File: config.mk
export PLATFORM = sky130hd
export DESIGN_NAME = watchdog_monitor_mc
export DESIGN_NICKNAME = d
export VERILOG_FILES = /design/src/rtl/watchdog_monitor_mc.sv
export SDC_FILE = /design/constraint.sdc
export NUM_CORES = 1
export LEC_CHECK = 0
export CAP_MARGIN = 5
export CORE_MARGIN = 1.5
export CORE_UTILIZATION = 25
export CTS_BUF_LIST = sky130_fd_sc_hd__clkbuf_8
export CTS_CLUSTER_DIAMETER = 200
export DETAILED_ROUTE_END_ITERATION = 7
export PLACE_DENSITY_LB_ADDON = 0.15
export SLEW_MARGIN = 20
export SYNTH_ARGS = -nofsm -noshare
export SYNTH_HDL_FRONTEND = slang
export SYNTH_SLANG_ARGS = --single-unit
File: constraint.sdc
create_clock -name clk -period 3.96 [get_ports clk]
set_input_delay 0.396 -clock clk [delete_from_list [all_inputs] [get_ports clk]]
set_output_delay 0.396 -clock clk [all_outputs]
set_load 0.02 [all_outputs]
File: src/rtl/watchdog_monitor_mc.sv
// Multi-channel watchdog: per-channel activity-change kick detection, bark at half
// timeout, sticky bite at full timeout. Optional windowed mode: define WDT_WINDOW_EN.
module watchdog_monitor_mc #(
    parameter int unsigned DATA_WIDTH = 32,
    parameter int unsigned NUM_CH     = 4,
    parameter int unsigned CNT_WIDTH  = 16
) (
    input  logic                         clk,
    input  logic                         rstn,
    input  logic [NUM_CH-1:0]            en,
    input  logic [NUM_CH*DATA_WIDTH-1:0] data_in,
    input  logic [CNT_WIDTH-1:0]         timeout_val,
    input  logic [NUM_CH-1:0]            clear,
    output logic [NUM_CH-1:0]            delta,
    output logic [NUM_CH-1:0]            bark,
    output logic [NUM_CH-1:0]            bite,
    output logic                         bite_any
);

    typedef enum logic [1:0] {
        ST_IDLE,
        ST_ARMED,
        ST_BARK,
        ST_BITE
    } state_t;

    state_t                state_q [NUM_CH];
    state_t                state_d [NUM_CH];
    logic [CNT_WIDTH-1:0]  count_q [NUM_CH];
    logic [CNT_WIDTH-1:0]  count_d [NUM_CH];
    logic [CNT_WIDTH-1:0]  next_cnt [NUM_CH];
    logic [DATA_WIDTH-1:0] prev_q [NUM_CH];
    logic [DATA_WIDTH-1:0] prev_d [NUM_CH];
    logic [NUM_CH-1:0]     armed_q;
    logic [NUM_CH-1:0]     armed_d;
    logic [NUM_CH-1:0]     delta_q;
    logic [NUM_CH-1:0]     delta_d;
    logic [NUM_CH-1:0]     kick;
    logic                  bite_any_q;
    logic                  bite_any_d;
    logic [CNT_WIDTH-1:0]  half_tv;

    assign half_tv = timeout_val >> 1;

`ifdef WDT_WINDOW_EN
    logic [CNT_WIDTH-1:0] quarter_tv;
    assign quarter_tv = timeout_val >> 2;
`endif

    // armed_q marks that the previous edge was enabled, so the first sample never kicks.
    always_comb begin
        for (int unsigned ch = 0; ch < NUM_CH; ch++) begin
            prev_d[ch]   = data_in[ch*DATA_WIDTH +: DATA_WIDTH];
            armed_d[ch]  = en[ch];
            kick[ch]     = en[ch] & armed_q[ch] &
                           (data_in[ch*DATA_WIDTH +: DATA_WIDTH] != prev_q[ch]);
            delta_d[ch]  = kick[ch];
            next_cnt[ch] = (count_q[ch] == '1) ? count_q[ch] : count_q[ch] + CNT_WIDTH'(1);
        end
    end

    always_comb begin
        for (int unsigned ch = 0; ch < NUM_CH; ch++) begin
            state_d[ch] = state_q[ch];
            count_d[ch] = count_q[ch];

            if (!en[ch]) begin
                state_d[ch] = ST_IDLE;
                count_d[ch] = '0;
            end else if (clear[ch] || state_q[ch] == ST_IDLE) begin
                state_d[ch] = ST_ARMED;
                count_d[ch] = '0;
            end else if (state_q[ch] == ST_BITE) begin
                state_d[ch] = ST_BITE;
            end else if (kick[ch]) begin
`ifdef WDT_WINDOW_EN
                if (state_q[ch] == ST_ARMED && count_q[ch] < quarter_tv) begin
                    state_d[ch] = ST_BITE;
                end else begin
                    state_d[ch] = ST_ARMED;
                    count_d[ch] = '0;
                end
`else
                state_d[ch] = ST_ARMED;
                count_d[ch] = '0;
`endif
            end else if (timeout_val == '0) begin
                state_d[ch] = ST_ARMED;
                count_d[ch] = '0;
            end else begin
                count_d[ch] = next_cnt[ch];
                if (next_cnt[ch] >= timeout_val) begin
                    state_d[ch] = ST_BITE;
                end else if (next_cnt[ch] >= half_tv) begin
                    state_d[ch] = ST_BARK;
                end else begin
                    state_d[ch] = ST_ARMED;
                end
            end
        end
    end

    always_comb begin
        bark = '0;
        bite = '0;
        for (int unsigned ch = 0; ch < NUM_CH; ch++) begin
            bark[ch] = (state_q[ch] == ST_BARK);
            bite[ch] = (state_q[ch] == ST_BITE);
        end
        bite_any_d = |bite;
    end

    assign delta    = delta_q;
    assign bite_any = bite_any_q;

    always_ff @(posedge clk or negedge rstn) begin
        if (!rstn) begin
            for (int unsigned ch = 0; ch < NUM_CH; ch++) begin
                state_q[ch] <= ST_IDLE;
                count_q[ch] <= '0;
                prev_q[ch]  <= '0;
            end
            armed_q    <= '0;
            delta_q    <= '0;
            bite_any_q <= 1'b0;
        end else begin
            for (int unsigned ch = 0; ch < NUM_CH; ch++) begin
                state_q[ch] <= state_d[ch];
                count_q[ch] <= count_d[ch];
                prev_q[ch]  <= prev_d[ch];
            end
            armed_q    <= armed_d;
            delta_q    <= delta_d;
            bite_any_q <= bite_any_d;
        end
    end

endmodule

; ---- Word level (Yosys, flattened, before mapping)
; Index checks and enable logic that the tools add are counted.
[totals]
regBits = 209
latch_bits = 0
ram_bits = 0
mem_bits_ro = 0
inputBits = 154
memories = 0
[classes]
add_sub_neg = 4
multipliers = 0
div = 0
order_cmp = 8
n_eq_ne = 20
n_shift = 0
n_mux = 52
bitwise_logic = 8
reduce_logical = 10
[op_table]
columns = cell, count
row1 = 2-to-1 mux 16 bit, 24
row2 = inequality test 32 bit, 4
row3 = "adder 16 x 1 -> 16 bit, second input constant", 4
row4 = "equality test 16 bit, second input constant", 4
row5 = greater-or-equal comparator 16 x 15 -> 1 bit, 4
row6 = greater-or-equal comparator 16 bit, 4
row7 = 2-to-1 mux 2 bit, 28
row8 = "equality test 2 bit, second input constant", 8
row9 = logical NOT 16 bit, 1
row10 = "inequality test 3 x 2 -> 1 bit, second input constant", 4
row11 = AND 1 bit, 8
row12 = logical NOT 2 bit, 4
row13 = logical OR 1 bit, 4
row14 = OR reduction 4 bit, 1

; ---- Logic depth before layout (Yosys ltp)
[depth]
word_depth = 10
depth_mapped = 16
mapped_depth_nobuf = 15

; ---- Least setup slack after synthesis
; No wires, ideal clock.
[synth_timing]
kind = flip-flop to flip-flop
from = register count_q[16] in the netlist's numbering
to = register state_q[3] in the netlist's numbering
setup_time_ns = 0.131
t_arrival_ns = 3.665
required_time_ns = 3.829
slack_ns = 0.164
path_stages_with_launch = 17
path_buffers = 1
synth_period_minus_slack_ns = 3.796
path_cell_list = dfrtp_1 > ha_1 > inv_1 > nor4_4 > nand3_2 > and3_1 > clkbuf_1 > nand3_1 > xnor2_1 > ha_1 > a211o_1 > o211ai_1 > a21oi_1 > or3_2 > a221oi_1 > a311oi_1 > or3_1
[synth_rtl]
columns = item, line
row1 = "start, declared", 29  ; logic [CNT_WIDTH-1:0] count_q [NUM_CH];
row2 = "start signal, assigned by index", 129  ; count_q[ch] <= count_d[ch];
row3 = "end signal, assigned by index", 128  ; state_q[ch] <= state_d[ch];
row4 = "end, declared", 27  ; state_t state_q [NUM_CH];

==> impl_metrics.tcl <==
set metrics [dict create \
    outcome "complete, no violations" \
    syn_nets 1391 \
    fmax_ghz 0.264 \
    criticalPathCategory "reg -> reg" \
    final_common_cell "dfrtp_1" \
    worst_pin_slew_ns 0.820 \
    synth_simple_gate_area_share_pct 15.2 \
    worstSkewPairLatency_ns 0.58 \
    final_hold_viol_count 0 \
    synth_edf_count 0 \
    slowest_delay_ns 0.44 \
    synth_top_family_by_area "simple AND/OR/NAND/NOR gates" \
    htree_levels 2 \
    synthMuxAreaShare_pct 0.775 \
    avgSynthCellArea_sq_um 10.8 \
    synth_compound_area_share_pct 12.3 \
    firstDrtPassIters 5 \
    worst_path_max_delay_cell "or3_2" \
    die_area_sq_um 49100 \
    drcViolationCount 0 \
    rows 79 \
    timing.critical_path.to "state_q[3]$_DFF_PN0_" \
    synth_cells 1109 \
    globalplace.congestion 0.800 \
    routed_wirelength_um 32900 \
    synth_ff_type "dfrtp_1" \
    worstReg2RegEnd "state_q[3]$_DFF_PN0_" \
    grt_pass1_vias 9383 \
    setup_tns_ns 0 \
    period_needed_ns 3.78 \
    die_w_um 222 \
    maxSlewViolCount 0 \
    cp.required_ns 4.40 \
    cts_made_buffers 42 \
    hold_ws_ns 0.308 \
    grt_overflow 0 \
    worstHoldPathType "in -> reg" \
    start_util_pct 25.5 \
    clk_path_buf_depth 3 \
    rr_worst_depth 15 \
    yosysWarnings 0 \
    post-cts-setup-buffers 0 \
    cts_tree "built" \
    coreArea_sq_um 46900 \
    reg2reg_setup_slack_ns 0.18 \
    track_usage_pct 13.5 \
    synth_xor_area_share_pct 12.8 \
    n_antenna_cell 0 \
    syn_to_final_growth_pct 29.1 \
    vias_per_cell 4.67 \
    root_buffer "clkbuf_8" \
    grt_max_degree 80 \
    async_flop_share_pct 100 \
    nNetsFinal 1621 \
    wl_per_cell_um 16.7 \
    post-route-util_pct 32.9 \
    reg2reg_from "count_q[16]$_DFFE_PN0P_" \
    slew_headroom_pct 45.0 \
    ant_nets 0 \
    power.total_mw 4.97 \
    max_cap_violations 0 \
    grt_pass1_wl_um 52700 \
    worstSetupEndpointType "register" \
    final_cell_mix "dfrtp_1, clkdlybuf4s50_1, xnor2_1" \
    ys_ff_latch 209 \
    worstPathCellList "ha_1, inv_1, nor4_4, a31oi_1, nand3_2, or3_1, nand2_1, ha_1, a211o_1, o211ai_1, a21oi_1, or3_2, a221oi_4, a311oi_1, or3_1" \
    ios 167 \
    io_buffers 166 \
    dpl.hpwl_um 24500 \
    vias 9191 \
    die_height_um 222 \
    drive_gt1_share_pct 9.32 \
    cp-startpoint "count_q[16]$_DFFE_PN0P_" \
    power_density_nw_per_um2 322 \
    min_period_over_period_pct 95.5 \
    ir_worst_vdd_mv 0.156 \
    finClkSkew_ns 0.0259 \
    netlist_area_sq_um 12000 \
    critPathMaxFanout 4 \
    arrival_ns 4.23 \
    clkTransAtPathRegs_ns 0.06 \
    grt_antenna_before_repair 0 \
    pre_cts_ws_ns 0.0756 \
    p_leak_nw 6.74 \
    dr.first_iter.drc_count 522 \
    ys_seq_area_share_pct 43.8 \
    cp-start-kind "register" \
    grt_setup_unrepaired "yes" \
    synth_fa_ha_area_share_pct 13.4 \
    ys_types 60 \
    fin_ws_ns 0.177 \
    setup_viol 0 \
    clock_sinks 209 \
]
## metal layers
| layer | share of wire, % | GRT usage, % | vias up |
|---|---|---|---|
| met3 | 4.9 | 3.27 | 35 |
| met4 | 1.5 | 3.58 | 0 |
| met1 | 50 | 18.9 | 4395 |
| met2 | 44 | 20.8 | 191 |
| met5 | 0 | 0 | - |
| li1 | - | - | 4570 |
## power by group
part / internal, mW / switching, mW
Clock: 1.14 / 0.952
Combinational: 0.320 / 0.296
Sequential: 2.22 / 0.0362
## logic make-up after synthesis
group	count (synthesis)
and+or+nand+nor	324
muxes	8
AOI/OAI and AO/OA	213
adders and majority gates	128
DFF	209
xor gates and xnor gates	174
buffers and inverters	53
## registers in the layout, summed over array words and instances (netlist names)
register and count:
armed_q 4, bite_any 1, count_q 64, delta 4, prev_q 128, state_q 8
## what timing repair did
| item | CTS | global route |
|---|---|---|
| gates resized for setup | 0 | 8 |
| hold endpoints to repair | 76 | 0 |
| hold buffers | 1 | 0 |
| setup endpoints to repair | 0 | 3 |
## Yosys cell counts, types with 13 or more instances
cell type | number | share of area [%]
a21o_1 | 15 | 0.94
a21oi_1 | 51 | 2.1
a22o_1 | 24 | 1.8
a31oi_1 | 16 | 0.84
a32o_1 | 17 | 1.4
clkbuf_1 | 14 | 0.44
dfrtp_1 | 209 | 44
ha_1 | 128 | 13
inv_1 | 34 | 1.1
nand2_1 | 55 | 1.7
nand3_1 | 51 | 2.1
nand4_1 | 62 | 3.2
nor2_1 | 39 | 1.2
nor2b_1 | 13 | 0.68
nor3_1 | 16 | 0.67
nor4_1 | 15 | 0.79
o21ai_0 | 38 | 1.6
or3_1 | 16 | 0.84
xnor2_1 | 163 | 12
## how the worst min path moves through the flow
stage	from	to	cells after the start
6_report	data_in[41]	prev_q[73]$_DFF_PN0_	1
4_1_cts	data_in[41]	prev_q[73]$_DFF_PN0_	1
3_5_place_dp	rstn	prev_q[125]$_DFF_PN0_	1
5_1_grt	data_in[41]	prev_q[73]$_DFF_PN0_	1
3_3_place_gp	rstn	prev_q[125]$_DFF_PN0_	1
2_1_floorplan	rstn	armed_q[0]$_DFF_PN0_	0
## metrics by stage
step	area [sq um]	instances
after floorplan	12000	1109
after global placement	14600	1901
after detailed placement	14600	1901
after CTS	15400	1970
after global routing	15400	1970
final	15400	1970
## critical path: cells and delay by family (launching register included)
| kind | cells | cell delay [ns] |
|---|---|---|
| flip-flops | 1 | 0.38 |
| adder cells (fa/ha/maj) | 2 | 0.48 |
| AND/OR/NAND/NOR | 6 | 1.49 |
| AO/OA/AOI/OAI | 6 | 1.19 |
| buffers and inverters | 1 | 0.12 |
## area by class of cell
cell class                 instances  area (sq um)
sequential                       209          5230
timing repair buffer             205          1970
clock buffer                      44           606
fill                            4770         31400
multi-input combinational        847          6570
inverter                          34           128
clock inverter                    24           154
tap                              607           759
No activity file was read; power rests on OpenSTA's default activity.
